$ cat src/rtl/uart_pkg.sv
// Shared types and constants for the bit-rate UART (receive and transmit sides).
package uart_pkg;

  typedef enum logic [2:0] {
    IDLE   = 3'd0,
    DATA   = 3'd1,
    PARITY = 3'd2,
    STOP1  = 3'd3,
    STOP2  = 3'd4
  } rx_state_t;

  localparam logic START_B = 1'b0;
  localparam logic STOP_B  = 1'b1;
  localparam int   MIN_LEN = 5;
  localparam int   MAX_LEN = 8;

  // Out-of-range frame lengths fall back to the widest frame the datapath holds.
  function automatic logic [3:0] norm_len(input logic [3:0] len, input logic [3:0] max_len);
    if ((len < 4'(MIN_LEN)) || (len > max_len)) begin
      return max_len;
    end else begin
      return len;
    end
  endfunction

endpackage

$ cat src/rtl/uart_parity_calc.sv
// Expected parity bit over the low 'length' bits of a data word.
// Purely combinational so the transmit side can reuse it unchanged.
module uart_parity_calc
  import uart_pkg::*;
#(
  parameter int DATA_W = MAX_LEN
) (
  input  logic [DATA_W-1:0] data,
  input  logic [3:0]        length,
  input  logic              parity_type,
  output logic              parity_bit
);

  // Even parity is the XOR of the active bits, odd parity its complement.
  function automatic logic calc_parity(input logic [DATA_W-1:0] d,
                                       input logic [3:0]        len,
                                       input logic              even);
    logic acc;
    acc = 1'b0;
    for (int i = 0; i < DATA_W; i++) begin
      if (4'(i) < len) begin
        acc = acc ^ d[i];
      end
    end
    return even ? acc : ~acc;
  endfunction

  // Drive the expected parity bit from the helper.
  always_comb begin
    parity_bit = calc_parity(data, length, parity_type);
  end

endmodule

$ cat src/rtl/uart_rx.sv
// Bit-rate UART receiver: one line bit per rx_clk edge, no oversampling.
// Deframes start / 5..DATA_W data bits (LSB first) / optional parity / 1-2 stops
// and reports data plus parity and framing errors with a one-cycle rx_done.
module uart_rx
  import uart_pkg::*;
#(
  parameter int DATA_W = MAX_LEN
) (
  input  logic              rx_clk,
  input  logic              rst,
  input  logic              rx,
  input  logic [3:0]        length,
  input  logic              parity_type,
  input  logic              parity_en,
  input  logic              stop2,
  output logic [DATA_W-1:0] rx_data,
  output logic              rx_done,
  output logic              rx_err,
  output logic              parity_err,
  output logic              frame_err,
  output logic              rx_busy
);

  rx_state_t         state_r;
  rx_state_t         state_nxt_s;

  // Frame configuration, frozen at the start-bit edge.
  logic [3:0]        len_r;
  logic              ptype_r;
  logic              pen_r;
  logic              stop2_r;

  logic [3:0]        cnt_r;
  logic [DATA_W-1:0] shift_r;
  logic              par_flag_r;
  logic              stop_flag_r;

  logic [DATA_W-1:0] rx_data_r;
  logic              rx_done_r;
  logic              rx_err_r;
  logic              parity_err_r;
  logic              frame_err_r;
  logic              rx_busy_r;

  logic [3:0]        last_idx_s;
  logic              exp_par_s;
  logic              stop_bad_s;
  logic              complete_s;

  uart_parity_calc #(.DATA_W(DATA_W)) u_parity (
    .data        (shift_r),
    .length      (len_r),
    .parity_type (ptype_r),
    .parity_bit  (exp_par_s)
  );

  // State register.
  always_ff @(posedge rx_clk) begin
    if (rst) begin
      state_r <= IDLE;
    end else begin
      state_r <= state_nxt_s;
    end
  end

  // Next-state decode plus the per-edge strobes used by the datapath.
  always_comb begin
    state_nxt_s = state_r;
    last_idx_s  = len_r - 4'd1;
    stop_bad_s  = (rx != STOP_B);
    complete_s  = 1'b0;
    case (state_r)
      IDLE: begin
        if (rx == START_B) begin
          state_nxt_s = DATA;
        end else begin
          state_nxt_s = IDLE;
        end
      end
      DATA: begin
        if (cnt_r == last_idx_s) begin
          if (pen_r) begin
            state_nxt_s = PARITY;
          end else begin
            state_nxt_s = STOP1;
          end
        end else begin
          state_nxt_s = DATA;
        end
      end
      PARITY: begin
        state_nxt_s = STOP1;
      end
      STOP1: begin
        if (stop2_r) begin
          state_nxt_s = STOP2;
        end else begin
          state_nxt_s = IDLE;
          complete_s  = 1'b1;
        end
      end
      STOP2: begin
        state_nxt_s = IDLE;
        complete_s  = 1'b1;
      end
      default: begin
        state_nxt_s = IDLE;
      end
    endcase
  end

  // Datapath: config latch, bit capture, error accumulation and registered outputs.
  always_ff @(posedge rx_clk) begin
    if (rst) begin
      len_r        <= 4'(DATA_W);
      ptype_r      <= 1'b0;
      pen_r        <= 1'b0;
      stop2_r      <= 1'b0;
      cnt_r        <= 4'd0;
      shift_r      <= '0;
      par_flag_r   <= 1'b0;
      stop_flag_r  <= 1'b0;
      rx_data_r    <= '0;
      rx_done_r    <= 1'b0;
      rx_err_r     <= 1'b0;
      parity_err_r <= 1'b0;
      frame_err_r  <= 1'b0;
      rx_busy_r    <= 1'b0;
    end else begin
      rx_done_r <= 1'b0;
      rx_busy_r <= (state_nxt_s != IDLE);
      case (state_r)
        IDLE: begin
          if (rx == START_B) begin
            len_r       <= norm_len(length, 4'(DATA_W));
            ptype_r     <= parity_type;
            pen_r       <= parity_en;
            stop2_r     <= stop2;
            cnt_r       <= 4'd0;
            shift_r     <= '0;
            par_flag_r  <= 1'b0;
            stop_flag_r <= 1'b0;
          end
        end
        DATA: begin
          for (int i = 0; i < DATA_W; i++) begin
            if (cnt_r == 4'(i)) begin
              shift_r[i] <= rx;
            end
          end
          cnt_r <= cnt_r + 4'd1;
        end
        PARITY: begin
          par_flag_r <= (rx != exp_par_s);
        end
        STOP1, STOP2: begin
          stop_flag_r <= stop_flag_r | stop_bad_s;
          if (complete_s) begin
            // Bits above the frame length were cleared at start, so this is zero-extended.
            rx_data_r    <= shift_r;
            parity_err_r <= pen_r & par_flag_r;
            frame_err_r  <= stop_flag_r | stop_bad_s;
            rx_err_r     <= (pen_r & par_flag_r) | stop_flag_r | stop_bad_s;
            rx_done_r    <= 1'b1;
          end
        end
        default: begin
          cnt_r <= 4'd0;
        end
      endcase
    end
  end

  assign rx_data    = rx_data_r;
  assign rx_done    = rx_done_r;
  assign rx_err     = rx_err_r;
  assign parity_err = parity_err_r;
  assign frame_err  = frame_err_r;
  assign rx_busy    = rx_busy_r;

endmodule

$ cat config.mk
export PLATFORM = sky130hd
export DESIGN_NAME = uart_rx
export DESIGN_NICKNAME = d
export VERILOG_FILES = /design/src/rtl/uart_pkg.sv /design/src/rtl/uart_parity_calc.sv /design/src/rtl/uart_rx.sv
export SDC_FILE = /design/constraint.sdc
export NUM_CORES = 1
export LEC_CHECK = 0
export BUFFER_PORTS_ARGS = -buffer_cell sky130_fd_sc_hd__buf_2
export CORE_ASPECT_RATIO = 0.6
export CORE_MARGIN = 2
export CORE_UTILIZATION = 25
export DETAILED_ROUTE_END_ITERATION = 10
export SLEW_MARGIN = 20
export SYNTH_ARGS = -nofsm -noshare
export SYNTH_HDL_FRONTEND = slang
export SYNTH_SLANG_ARGS = --single-unit
$ cat constraint.sdc
create_clock -name rx_clk -period 2.4 [get_ports rx_clk]
set_input_delay 0.24 -clock rx_clk [delete_from_list [all_inputs] [get_ports rx_clk]]
set_output_delay 0.24 -clock rx_clk [all_outputs]
set_load 0.02 [all_outputs]
==> impl_metrics.yaml, run 1 <==
run_status:
  status: "finished, final reports clean"
floorplanning:
  dieArea_um2: 8370
  core_um2: 7327
  start_util: 0.2604
  die_w_um: 116.8
  ios: 23
  die_y_um: 71.67
  rows: 24
finish:
  multiInputGateArea_um2: 1069
  area_delta_synth_final_pct: 16.46
  seqCellArea_um2: 740.7
  nNetsFinal: 264
  fillers: 786
  insertedDiodeCount: 0
  final_layout_size_suffix_gt1_frac: 0.1626
placed_design:
  place_hpwl_um: 3242
  port_buffers: 22
  gp_congestion: 0.8158
timing:
  period_share: 0.8032
  timing.hold.ws_ns: 0.1985
  setup_violations: 0
  fin_skew_ns: 0.005631
  rsz0062_at_grt: "false"
  final.setup.tns_ns: 0
  slew_headroom: 0.5110
  slew_violations: 0
  hold_viol_final: 0
  tightest_slew_ns: 0.7335
  fmax_mhz: 518.8
  min_period_ns: 1.928
setup_path:
  crit_arrival_ns: 2.07
  required_ns: 2.54
  cp-start-kind: "flop"
  crit_path_end_kind: "flop"
  critical_path_class: "flop to flop"
  cp_max_fo: 6
clocking:
  path_clk_slew_ns: 0.06
  max-clock-path-buffers: 2
  numCtsBuffers: 5
  hold_buffers: 0
  clock_sinks: 37
  clk_latency_ns: 0.28
  cts_setup_buffers: 0
  post_cts_resized: 0
  tritoncts: "yes"
  ctsHtreeMaxLevel: 2
  root_buffer: "clkbuf_16"
logic_synthesis:
  synth_cell_types: 41
  synthFlopType: "dfxtp_1"
  yosysSeqAreaShare: 0.3882
  synth_nets: 248
  syn-cell-area_um2: 1908
  synthArstFlopShare: 0
  synth_area_per_cell_um2: 8.296
  ys.warnings.count: 0
  syn_inst: 230
  ys_seq_elements: 37
  synth-edff-count: 0
power_and_ir_drop:
  swShare: 0.2397
  p_leak_uw: 0.0008109
  p_int_uw: 1085
  p_seq_frac: 0.453
  p_per_area_nw_per_um2: 642.2
  p_clk_frac: 0.456
  switchingPower_uw: 342.1
  comb_power_share: 0.090
  peakVddDrop_mv: 0.3230
grt:
  grt_max_degree: 40
  grt_pass1_wl_um: 7762
  grt_usage: 0.1191
  grt_overflow: 0
  grt_pass1_vias: 1594
  antenna_found_initial: 0
route:
  drc: 0
  finalWirelength_um: 4563
  wl_per_cell_um: 13.04
  vias: 1652
  drt-pass1-iter-count: 4
  drtIter0Drc: 89
  vias_per_cell: 4.720
  final_antenna_net_count: 0
worst_hold_path:
  hp-class: "input pin to flop"
job:
  max_cap_violations: 0
-- worst paths after layout --
kind | from | cells after the start | end | slack [ns]
max | len_r[0] | 7 | par_flag_r | 0.47
min | stop2 | 3 | stop2_r | 0.20
max reg2reg | len_r[0] | 7 | par_flag_r | 0.47
min reg2reg | rx_data[1] | 2 | rx_data[1] | 0.45
-- synth_stat cells (5+ instances only) --
cell type | instances | area, um^2
nand3_1 | 11 | 55.05
nor2_1 | 20 | 75.07
nand2b_1 | 5 | 31.28
ha_1 | 8 | 100.1
a21oi_1 | 40 | 200.2
clkbuf_1 | 5 | 18.77
dfxtp_1 | 37 | 740.7
o21ai_0 | 13 | 65.06
inv_1 | 6 | 22.52
xnor2_1 | 9 | 78.83
nand2_1 | 31 | 116.4
-- per-stage QoR --
step	power [uW]	cell area (um^2)	util	worst slack (ns)	instances
after floorplan	754.2	1908	-	0.6903	230
after global placement	785.0	2079	0.2838	0.5757	343
after detailed placement	787.2	2079	0.2838	0.4801	343
after CTS	1440	2222	0.3033	0.4603	350
after global routing	1489	2222	0.3033	0.3226	350
final	1427	2222	0.3033	0.4724	350
-- power by group through the flow --
stage          logic, uW  clock network, uW  registers (uW)
6_report             129                651             647
5_1_grt              143                697             648
4_1_cts              128                665             647
3_5_place_dp         127                  0             660
3_3_place_gp         125                  0             660
2_1_floorplan        103                  0             651
-- registers in the layout, indices dropped and copies added, names as in the netlist --
register and cells:
cnt_r 4, frame_err 1, len_r 4, par_flag_r 1, parity_err 1, pen_r 1
ptype_r 1, rx_busy 1, rx_data 8, rx_done 1, rx_err 1, shift_r 8
state_r 3, stop2_r 1, stop_flag_r 1
-- cells in the final DEF (no fill, tap or decap), drive strengths merged --
| cell type | netlist | routed |
|---|---|---|
| buf | 9 | 23 |
| a211oi | 3 | 3 |
| a31oi | 3 | 3 |
| nand3 | 11 | 11 |
| clkbuf | 5 | 7 |
| nor3 | 2 | 2 |
| xor2 | 1 | 1 |
| o211ai | 1 | 1 |
| nand2b | 5 | 5 |
| a21boi | 1 | 1 |
| nand2 | 31 | 31 |
| o31ai | 3 | 3 |
| o41ai | 1 | 1 |
| a311oi | 1 | 1 |
| nor4 | 2 | 2 |
| xnor3 | 1 | 1 |
| o21ai | 14 | 14 |
| and2 | 1 | 1 |
| ha | 8 | 8 |
| nor2 | 21 | 21 |
| o21ba | 1 | 1 |
| o21a | 1 | 1 |
| or3b | 1 | 1 |
| a21oi | 40 | 40 |
| dfxtp | 37 | 37 |
| xnor2 | 10 | 10 |
| a22oi | 1 | 1 |
| and3 | 1 | 1 |
| nor3b | 1 | 1 |
| inv | 6 | 6 |
| nor2b | 4 | 4 |
| nand3b | 3 | 3 |
-- worst max-delay path: stages (launching register included) --
cell      delay, ns
dfxtp_1        0.46
inv_1          0.11
ha_1           0.23
a21boi_2       0.14
xnor2_1        0.16
xnor3_1        0.35
xnor2_1        0.24
o41ai_2        0.08
-- layout make-up --
| class | count | area share |
|---|---|---|
| Clock buffer | 7 | 0.06419 |
| Inverter | 6 | 0.01014 |
| Multi-Input combinational cell | 173 | 0.4809 |
| Sequential cell | 37 | 0.3333 |
| Tap cell | 104 | 0.05856 |
| Timing Repair Buffer | 23 | 0.05293 |
-- metal layers --
| metal | routed length [um] | track usage | vias to the layer above |
|---|---|---|---|
| li1 | - | - | 821 |
| met1 | 2405 | 0.1724 | 793 |
| met2 | 1934 | 0.1683 | 33 |
| met3 | 178 | 0.03553 | 5 |
| met4 | 44 | 0.03922 | 0 |
| met5 | 0 | 0 | - |
-- cells by family after synthesis --
| family | synth area share |
|---|---|
| AOI/OAI and AO/OA | 0.2203 |
| xor gates and xnor gates | 0.07017 |
| adders and majority gates | 0.05246 |
| buffers and inverters | 0.05181 |
| DFF | 0.3882 |
| and+or+nand+nor | 0.2170 |
No activity file was read; power rests on OpenSTA's default activity.
==> run 2, diff against run 1 <==
--- a/config.mk
+++ b/config.mk
@@ -5,6 +5,7 @@
 export SDC_FILE = /design/constraint.sdc
 export NUM_CORES = 1
 export LEC_CHECK = 0
+export ABC_AREA = 1
 export BUFFER_PORTS_ARGS = -buffer_cell sky130_fd_sc_hd__buf_2
 export CORE_ASPECT_RATIO = 0.6
 export CORE_MARGIN = 2
==> constraint.sdc (replaced) <==
create_clock -name rx_clk -period 1.93 [get_ports rx_clk]
set_input_delay 0.193 -clock rx_clk [delete_from_list [all_inputs] [get_ports rx_clk]]
set_output_delay 0.193 -clock rx_clk [all_outputs]
set_load 0.02 [all_outputs]
==> impl_metrics.yaml, run 2 <==
run_status:
  status: "finished, final reports clean"
setup_path:
  r2r_end: "par_flag_r"
  required_ns: 2.16
  r2r_setup_slack_ns: 0.25
  cp_slowest_cell: "dfxtp_1"
  critical_path_class: "flop to flop"
  rr_worst_depth: 13
  r2r-start: "len_r[0]"
  critPathMaxStageDelay_ns: 0.38
  cp_max_fo: 5
  cp-start-kind: "flop"
  crit_path_end_kind: "flop"
  cpMostUsedCell: "nand2_1"
  path_cells: "inv_1 -> ha_1 -> inv_1 -> nand2_1 -> a21oi_1 -> nand2_1 -> nand3_1 -> nand2_1 -> nand2_1 -> nand2_1 -> nand2_1 -> nand3_1 -> a21oi_2"
  crit_arrival_ns: 1.90
clocking:
  numCtsBuffers: 5
  root_buffer: "clkbuf_16"
  tritoncts: "yes"
  max-clock-path-buffers: 2
  post_cts_resized: 0
  clk_latency_ns: 0.29
  clock_sinks: 37
  path_clk_slew_ns: 0.06
  hold_buffers: 0
  ctsHtreeMaxLevel: 2
  cts_setup_buffers: 0
logic_synthesis:
  yosysSeqAreaShare: 0.3749
  synthFlopType: "dfxtp_1"
  netlist_top_cells_count: "51 x nand2_1, 37 x dfxtp_1, 30 x inv_1, 24 x o21ai_0, 23 x a21oi_1"
  ys_seq_elements: 37
  syn-cell-area_um2: 1976
  synth_area_per_cell_um2: 7.372
  synth_top_cells_by_area: "dfxtp_1 37%, nand2_1 9.7%, o21ai_0 6.1%, a21oi_1 5.8%, inv_1 5.7%"
  synth_nets: 286
  synth_cell_types: 36
  syn_inst: 268
  ys.warnings.count: 0
  netlist.area_leader.share: 0.3749
  synth-edff-count: 0
  synth_top_cell_by_area: "dfxtp_1"
  synthArstFlopShare: 0
  yosysMostFrequentCell: "nand2_1"
power_and_ir_drop:
  p_seq_frac: 0.378
  p_leak_uw: 0.001035
  peakVddDrop_mv: 0.4053
  p_int_uw: 1643
  power.total_uw: 2208
  switchingPower_uw: 565.2
  p_clk_frac: 0.482
  p_per_area_nw_per_um2: 926.0
  comb_power_share: 0.140
  swShare: 0.2559
worst_hold_path:
  hp-start: "parity_en"
  hp-class: "input pin to flop"
  holdPathEnd: "pen_r"
  hold_path_depth: 3
floorplanning:
  dieArea_um2: 8653
  rows: 25
  start_util: 0.2547
  ios: 23
  die_y_um: 72.86
  die_w_um: 118.8
  core_um2: 7757
placed_design:
  gp_congestion: 0.8313
  place_hpwl_um: 3659
  place_area_um2: 2195
  port_buffers: 22
timing:
  period_share: 0.8680
  slew_violations: 0
  setup_violations: 0
  tightest_slew_ns: 0.4750
  final.setup.tns_ns: 0
  fmax_mhz: 596.9
  fin_skew_ns: 0.005734
  slew_headroom: 0.6830
  rsz0062_at_grt: "false"
  hold_viol_final: 0
  min_period_ns: 1.675
finish:
  fillers: 885
  layout_common_cells: "51 x nand2_1, 37 x dfxtp_1, 30 x inv_1, 24 x o21ai_0, 23 x a21oi_1"
  postLayoutCellArea_um2: 2385
  insertedDiodeCount: 0
  final_layout_size_suffix_gt1_frac: 0.1932
  area_delta_synth_final_pct: 20.71
  nNetsFinal: 312
  final_common_cell: "nand2_1"
grt:
  use_met2: 0.1571
  grt_pass1_vias: 1620
  grt_usage: 0.1235
  grt_pass1_wl_um: 8148
  grt.met3_usage: 0.04141
  grt_overflow: 0
  grt_max_degree: 17
  antenna_found_initial: 0
  grt_use_met1: 0.1904
  grt-busiest-layer: "met1"
job:
  max_cap_violations: 0
route:
  final_antenna_net_count: 0
  vias: 1732
  drtIter0Drc: 101
  drt-pass1-iter-count: 4
  wl_per_cell_um: 11.97
  vias_per_cell: 4.298
  finalWirelength_um: 4822
  drc: 0
==> run 2: cell count changes in the layout (fill, tap and decap cells not counted), sizes merged, moves of 3 or more <==
cell | before | now
a21oi | 40 | 25
buf | 23 | 27
inv | 6 | 35
nand2 | 31 | 57
nand2b | 5 | 0
nand3 | 11 | 21
nand3b | 3 | 0
nor2 | 21 | 26
nor2b | 4 | 0
o21ai | 14 | 31
xnor2 | 10 | 3
==> run 2: how the worst max path moves through the flow <==
stage | end | startpoint | cells after the start
after floorplan | rx_busy | len_r[0] | 10
after global placement | par_flag_r | len_r[0] | 14
after detailed placement | par_flag_r | len_r[0] | 14
after CTS | rx_busy | len_r[0] | 10
after global routing | par_flag_r | len_r[0] | 13
final | par_flag_r | len_r[0] | 13
==> run 2: kinds of logic after synthesis <==
kind of cell | share of synthesized area
buffers and inverters | 0.1007
adders and majority gates | 0.05067
xor gates and xnor gates | 0.02217
and+or+nand+nor | 0.2603
AOI/OAI and AO/OA | 0.1913
DFF | 0.3749
==> run 2: power by group through the flow <==
stage / registers [uW] / clock network (uW) / logic (uW)
final: 835 / 1060 / 308
after global routing: 839 / 1110 / 355
after CTS: 834 / 1080 / 306
after detailed placement: 850 / 0 / 304
after global placement: 851 / 0 / 300
after floorplan: 840 / 0 / 242
==> run 2: layout make-up <==
| cell class | count | area, um^2 | share of cell area |
|---|---|---|---|
| Multi-Input combinational cell | 187 | 1036 | 0.4344 |
| Tap cell | 108 | 135.1 | 0.05666 |
| Clock buffer | 5 | 125.1 | 0.05247 |
| Inverter | 36 | 135.1 | 0.05666 |
| Clock inverter | 3 | 65.06 | 0.02728 |
| Sequential cell | 37 | 740.7 | 0.3106 |
| Timing Repair Buffer | 27 | 147.6 | 0.06191 |
==> run 2: critical path, delay by kind of cell (launching register included) <==
family          cells  cell delay (ns)
flops               1             0.38
simple gates        8             0.56
buf+inv             2             0.18
compound gates      2             0.24
fa+ha+maj           1             0.25
==> run 2: per-layer routing <==
layer,part of all wire,vias to the layer above
met5,0,-
met4,0.011,0
met3,0.067,4
met2,0.34,47
met1,0.58,755
li1,-,926
==> run 2: stage by stage <==
step | util | setup WS, ns | hold slack, ns | std cells
2_1_floorplan | - | 0.4311 | 0.3578 | 268
3_3_place_gp | 0.2829 | 0.3262 | 0.4568 | 395
3_5_place_dp | 0.2829 | 0.2697 | 0.4587 | 395
4_1_cts | 0.3074 | 0.2550 | 0.1635 | 403
5_1_grt | 0.3074 | 0.005777 | 0.2220 | 403
6_report | 0.3074 | 0.2547 | 0.1723 | 403
